### src/rtl/adder_issue_stage_if.sv
// Request, adder and result signals between the adder issue stage and its neighbours.
// The issue stage takes the slave view; the requester/consumer/adder side takes the master view.
interface adder_issue_stage_if #(
  parameter int DATA_W = 32
);
  logic              in_valid_i;
  logic              in_ready_o;
  logic [1:0]        in_op_i;
  logic [DATA_W-1:0] in_a_i;
  logic [DATA_W-1:0] in_b_i;
  logic [DATA_W-1:0] add_a_o;
  logic [DATA_W-1:0] add_b_o;
  logic [DATA_W-1:0] add_sum_i;
  logic              out_valid_o;
  logic              out_ready_i;
  logic [DATA_W-1:0] out_data_o;
  logic [DATA_W-1:0] acc_o;

  modport slave (
    input  in_valid_i, in_op_i, in_a_i, in_b_i, add_sum_i, out_ready_i,
    output in_ready_o, add_a_o, add_b_o, out_valid_o, out_data_o, acc_o
  );

  modport master (
    output in_valid_i, in_op_i, in_a_i, in_b_i, add_sum_i, out_ready_i,
    input  in_ready_o, add_a_o, add_b_o, out_valid_o, out_data_o, acc_o
  );
endinterface

### src/rtl/adder_issue_stage.sv
// Operand issue stage for the ripple adder: request FIFO, operand pre-conditioning,
// registered valid/ready result and the running accumulator.
module adder_issue_stage #(
  parameter int DATA_W = 32,
  parameter int DEPTH  = 4
) (
  input  logic                 clk_i,
  input  logic                 rst_ni,
  adder_issue_stage_if.slave   bus
);
  localparam int PTR_W = $clog2(DEPTH);
  localparam logic [PTR_W:0] FULL_CNT = (PTR_W + 1)'(DEPTH);

  localparam logic [1:0] OP_ADD = 2'd0;
  localparam logic [1:0] OP_SUB = 2'd1;
  localparam logic [1:0] OP_ACC = 2'd2;
  localparam logic [1:0] OP_CLR = 2'd3;

  logic [1:0]        op_mem [DEPTH];
  logic [DATA_W-1:0] a_mem  [DEPTH];
  logic [DATA_W-1:0] b_mem  [DEPTH];

  logic [PTR_W-1:0]  wr_ptr_reg;
  logic [PTR_W-1:0]  rd_ptr_reg;
  logic [PTR_W:0]    count_reg;
  logic [DATA_W-1:0] acc_reg;
  logic              out_valid_reg;
  logic [DATA_W-1:0] out_data_reg;

  logic              empty;
  logic              full;
  logic              push;
  logic              issue;
  logic [1:0]        head_op;
  logic [DATA_W-1:0] head_a;
  logic [DATA_W-1:0] head_b;
  logic [DATA_W-1:0] add_a_next;
  logic [DATA_W-1:0] add_b_next;

  assign empty   = (count_reg == '0);
  assign full    = (count_reg == FULL_CNT);
  // Ready depends only on registered fill level, never on out_ready_i.
  assign bus.in_ready_o = rst_ni && !full;
  assign push    = bus.in_valid_i && bus.in_ready_o;
  assign issue   = !empty && (!out_valid_reg || bus.out_ready_i);

  assign head_op = op_mem[rd_ptr_reg];
  assign head_a  = a_mem[rd_ptr_reg];
  assign head_b  = b_mem[rd_ptr_reg];

  always_ff @(posedge clk_i) begin
    if (push) begin
      op_mem[wr_ptr_reg] <= bus.in_op_i;
      a_mem[wr_ptr_reg]  <= bus.in_a_i;
      b_mem[wr_ptr_reg]  <= bus.in_b_i;
    end
  end

  always_comb begin
    add_a_next = '0;
    add_b_next = '0;
    if (!empty) begin
      case (head_op)
        OP_ADD: begin
          add_a_next = head_a;
          add_b_next = head_b;
        end
        OP_SUB: begin
          add_a_next = head_a;
          add_b_next = (~head_b) + DATA_W'(1);
        end
        OP_ACC: begin
          add_a_next = acc_reg;
          add_b_next = head_a;
        end
        default: begin
          add_a_next = '0;
          add_b_next = '0;
        end
      endcase
    end
  end

  assign bus.add_a_o = add_a_next;
  assign bus.add_b_o = add_b_next;

  always_ff @(posedge clk_i) begin
    if (!rst_ni) begin
      wr_ptr_reg    <= '0;
      rd_ptr_reg    <= '0;
      count_reg     <= '0;
      acc_reg       <= '0;
      out_valid_reg <= 1'b0;
      out_data_reg  <= '0;
    end else begin
      if (push) begin
        wr_ptr_reg <= wr_ptr_reg + PTR_W'(1);
      end
      if (issue) begin
        rd_ptr_reg <= rd_ptr_reg + PTR_W'(1);
      end
      case ({push, issue})
        2'b10:   count_reg <= count_reg + 1'b1;
        2'b01:   count_reg <= count_reg - 1'b1;
        default: count_reg <= count_reg;
      endcase

      if (issue) begin
        out_valid_reg <= 1'b1;
        out_data_reg  <= (head_op == OP_CLR) ? '0 : bus.add_sum_i;
        if (head_op == OP_ACC) begin
          acc_reg <= bus.add_sum_i;
        end else if (head_op == OP_CLR) begin
          acc_reg <= '0;
        end
      end else if (bus.out_ready_i) begin
        out_valid_reg <= 1'b0;
      end
    end
  end

  assign bus.out_valid_o = out_valid_reg;
  assign bus.out_data_o  = out_data_reg;
  assign bus.acc_o       = acc_reg;
endmodule

### src/flat_wrapper.sv
// flat-port wrapper written by rule: the top's interface ports become plain ports
module adder_issue_stage_flat 
#(
  parameter int DATA_W = 32,
  parameter int DEPTH  = 4
)
  (clk_i, rst_ni, bus_in_valid_i, bus_in_op_i, bus_in_a_i, bus_in_b_i, bus_add_sum_i, bus_out_ready_i, bus_in_ready_o, bus_add_a_o, bus_add_b_o, bus_out_valid_o, bus_out_data_o, bus_acc_o);
  adder_issue_stage_if #(.DATA_W(DATA_W)) bus_i ();
  input  logic clk_i;
  input  logic rst_ni;
  input wire logic [$bits(bus_i.in_valid_i)-1:0] bus_in_valid_i;
  input wire logic [$bits(bus_i.in_op_i)-1:0] bus_in_op_i;
  input wire logic [$bits(bus_i.in_a_i)-1:0] bus_in_a_i;
  input wire logic [$bits(bus_i.in_b_i)-1:0] bus_in_b_i;
  input wire logic [$bits(bus_i.add_sum_i)-1:0] bus_add_sum_i;
  input wire logic [$bits(bus_i.out_ready_i)-1:0] bus_out_ready_i;
  output wire logic [$bits(bus_i.in_ready_o)-1:0] bus_in_ready_o;
  output wire logic [$bits(bus_i.add_a_o)-1:0] bus_add_a_o;
  output wire logic [$bits(bus_i.add_b_o)-1:0] bus_add_b_o;
  output wire logic [$bits(bus_i.out_valid_o)-1:0] bus_out_valid_o;
  output wire logic [$bits(bus_i.out_data_o)-1:0] bus_out_data_o;
  output wire logic [$bits(bus_i.acc_o)-1:0] bus_acc_o;
  assign bus_i.in_valid_i = bus_in_valid_i;
  assign bus_i.in_op_i = bus_in_op_i;
  assign bus_i.in_a_i = bus_in_a_i;
  assign bus_i.in_b_i = bus_in_b_i;
  assign bus_i.add_sum_i = bus_add_sum_i;
  assign bus_i.out_ready_i = bus_out_ready_i;
  assign bus_in_ready_o = bus_i.in_ready_o;
  assign bus_add_a_o = bus_i.add_a_o;
  assign bus_add_b_o = bus_i.add_b_o;
  assign bus_out_valid_o = bus_i.out_valid_o;
  assign bus_out_data_o = bus_i.out_data_o;
  assign bus_acc_o = bus_i.acc_o;
  adder_issue_stage #(.DATA_W(DATA_W), .DEPTH(DEPTH)) u_core (.clk_i(clk_i), .rst_ni(rst_ni), .bus(bus_i));
endmodule
### config.mk
export PLATFORM = sky130hd
export DESIGN_NAME = adder_issue_stage_flat
export DESIGN_NICKNAME = d
export VERILOG_FILES = /design/src/rtl/adder_issue_stage_if.sv /design/src/rtl/adder_issue_stage.sv /design/src/flat_wrapper.sv
export SDC_FILE = /design/constraint.sdc
export NUM_CORES = 1
export LEC_CHECK = 0
export CAP_MARGIN = 40
export CORE_MARGIN = 2
export CORE_UTILIZATION = 45
export DETAILED_ROUTE_END_ITERATION = 6
export PLACE_DENSITY = 0.67
export RECOVER_POWER = 100
export SYNTH_ARGS = -nofsm -noshare
export SYNTH_HDL_FRONTEND = slang
export SYNTH_SLANG_ARGS = --single-unit
### constraint.sdc
create_clock -name clk_i -period 5.1 [get_ports clk_i]
set_input_delay 1.02 -clock clk_i [delete_from_list [all_inputs] [get_ports clk_i]]
set_output_delay 1.02 -clock clk_i [all_outputs]
set_load 0.03 [all_outputs]
==> reports/results.ini <==
[status]
status=finished, violations left
violations=max-capacitance violations, max-slew violations

[global_route]
grt_pass1_wl_um=57900
gr-total-overflow=0
grt_max_degree=74
antenna_found_initial=5
track_usage_pct=23.4
grt_pass1_vias=9276

[yosys]
async_reset_ff_share_pct=0
seq_area_frac_synth_pct=66.4
syn_nets=1073
synth_cells=964
ys_seq_elements=338
ys_warn_count=0
synth-edff-count=264
synthFlopType=edfxtp_1
synth_area_um2=14200
syn_avg_cell_area_um2=14.7
ys_types=60

[cts]
htreeDepth=2
clkTransAtPathRegs_ns=0.06
clockRootBuffer=clkbuf_16
worstSkewPairLatency_ns=0.52
cts.path.max_buffers=3
cts_hold_buf=0
cts_tree=done
cts.sinks=338
cts_buffers=36

[floorplan]
die_width_um=181
rows=64
pin_count=232
core_um2=30800
start_util_pct=45.9
dieArea_um2=32900
die_h_um=181

[cells_and_area]
final_common_cell=edfxtp_1
reg_top3=u_core.a_mem x128, u_core.b_mem x128
area_growth_pct=27.9
drive_gt1_share_pct=13.9
post-route-util_pct=58.8
nets=1310
final_cell_mix=edfxtp_1 (264), dlygate4sd3_1 (173), nor2_1 (95)

[min_path]
hp-start=u_core.bus.acc_o[31]$_SDFFE_PN0P_
min_path_type=flip-flop to flip-flop

[pwr]
switchingPower_w=0.00354
clkPwrFrac_pct=26.8
p_seq_share_pct=34.8
leakage_nw=6.29
swShare_pct=36.5
power.density_nw_per_um2=535
power_frac_comb_pct=38.4
ir_drop_v=0.000336
p_int_w=0.00615

[sta]
finalCriticalPeriod_ns=4.95
finalMaxSlewViolations=212
setup_viol=0
worstMarginPinSlew_ns=3.36
timing.hold.ws_ns=0.471
finalCritPeriodShare_pct=97.1
hold_viol_final=0
fmax_ghz=0.202
skew_ns=0.0165
rsz0062_at_grt=true
slew_headroom_pct=-124

[place]
dp_hpwl_um=26800
port_buffers=231
gp_congestion=0.904

[worst_setup_path]
critPathKind=flip-flop to primary output
cp-start-kind=flip-flop
crit_required_ns=4.08
path_buf_inv=3
end_kind=primary output
worst_ep_arrival_time_ns=3.93
reg2reg_setup_slack_ns=1.49
crit_family=buffers and inverters
timing.rr.start=u_core.count_reg[1]$_SDFFE_PN0P_
slowest_delay_ns=0.73
slowest_stage=clkdlybuf4s50_1
crit_chain=buf_12 -> mux4_1 -> nor4_4 -> buf_4 -> nand3_2 -> nor4_1 -> a221oi_1 -> a21oi_1 -> clkdlybuf4s50_1
cp_max_fo=9

[detailed_routing]
routed_wl_um=38800
drc=0
drt-pass1-iter-count=5
num_vias=9474
wl_per_cell_um=23.8
ant_nets=0
drt-vias-per-instance=5.82
first_iter_violations=819

[flow_run]
maxCapViolCount=5

==> worst register-to-register path, stage by stage, from the launching register on <==
cell	delay, ns
dfxtp_1	0.39
inv_1	0.10
a31oi_1	0.35
and3_1	1.29
clkbuf_2	1.09
==> per-stage QoR <==
| step | cells | power [W] | instance area, µm² | setup slack (ns) | setup TNS, ns |
|---|---|---|---|---|---|
| final | 1627 | 0.00969 | 18100 | 0.147 | 0 |
| after global routing | 1626 | 0.0101 | 18100 | -0.00864 | -0.00864 |
| after CTS | 1624 | 0.00986 | 18200 | 0.0683 | 0 |
| after detailed placement | 1554 | 0.00723 | 17000 | 0.446 | 0 |
| after global placement | 1554 | 0.00721 | 17000 | 0.449 | 0 |
| after floorplan | 964 | 0.00579 | 14200 | 1.09 | 0 |
==> cell families (layout without fill, tap and decap cells) <==
family / count (synthesis) / count (layout) / synth area share (%)
fa+ha+maj: 7 / 7 / 0.671
buf+inv: 76 / 341 / 2.59
compound gates: 164 / 164 / 7.67
mux: 92 / 92 / 12.4
flops: 338 / 338 / 66.4
simple gates: 275 / 275 / 9.52
other cells: 0 / 2 / 0
xor+xnor: 12 / 12 / 0.742
==> what timing repair did <==
item | in CTS | in global routing
pin swaps | 0 | 1
resized for setup | 2 | 9
buffers inserted | 4 | 1
setup endpoints to repair | 13 | 12
hold endpoints to repair | 0 | 0
==> final cells by class <==
cell class	instances	area, µm²
multi-input combinational	550	4430
clock inverter	11	163
inverter	11	41.3
timing repair buffer	264	2560
antenna	2	5.00
clock buffer	55	1000
tap	396	495
sequential	338	9420
fill	2404	12700
==> power by group through the flow <==
stage               clock network [W]  registers, W  logic, W
finish                        0.00259       0.00337   0.00372
global route                  0.00276       0.00340   0.00395
CTS                           0.00264       0.00337   0.00385
detailed placement                  0       0.00344   0.00379
global placement                    0       0.00343   0.00378
floorplan                           0       0.00363   0.00215
==> final timing paths <==
kind | to | depth (start not counted)
worst max-delay path | bus_add_b_o[17] | 9
worst min register to register | u_core.bus.acc_o[31]$_SDFFE_PN0P_ | 2
worst max register to register | u_core.a_mem[3][20]$_DFFE_PP_ | 4
worst min-delay path | u_core.bus.acc_o[31]$_SDFFE_PN0P_ | 2
==> layer usage <==
metal / up-vias / global-route usage (%) / wire length (µm)
met1: 4731 / 32.5 / 16500
met4: 0 / 7.97 / 1230
met3: 60 / 4.45 / 2980
li1: 4229 / - / -
met5: - / 0 / 0
met2: 454 / 37.2 / 18100
==> cells in the mapped netlist (3+ instances only) <==
cell | number | area [µm²]
buf_2 | 12 | 60.1
clkbuf_1 | 43 | 161
mux4_1 | 7 | 184
dfxtp_1 | 74 | 1480
nor4_1 | 8 | 50.1
inv_1 | 11 | 41.3
nor2_1 | 98 | 368
buf_1 | 3 | 11.3
o22a_1 | 4 | 35.0
xor2_1 | 11 | 96.3
nor4_4 | 4 | 85.1
and3_1 | 8 | 50.1
a31oi_1 | 6 | 37.5
a211oi_1 | 3 | 22.5
nand3_1 | 36 | 180
mux2i_1 | 24 | 240
a21oi_1 | 56 | 280
nor3_1 | 19 | 95.1
nor4_2 | 3 | 37.5
o22ai_1 | 8 | 50.1
nand2_1 | 71 | 267
a22oi_1 | 66 | 495
mux2_2 | 4 | 45.0
mux4_2 | 57 | 1280
edfxtp_1 | 264 | 7930
ha_1 | 6 | 75.1
nand2_2 | 3 | 18.8
or3_1 | 7 | 43.8
o21ai_0 | 5 | 25.0
o31a_1 | 4 | 35.0
No activity file was read; power rests on OpenSTA's default activity.
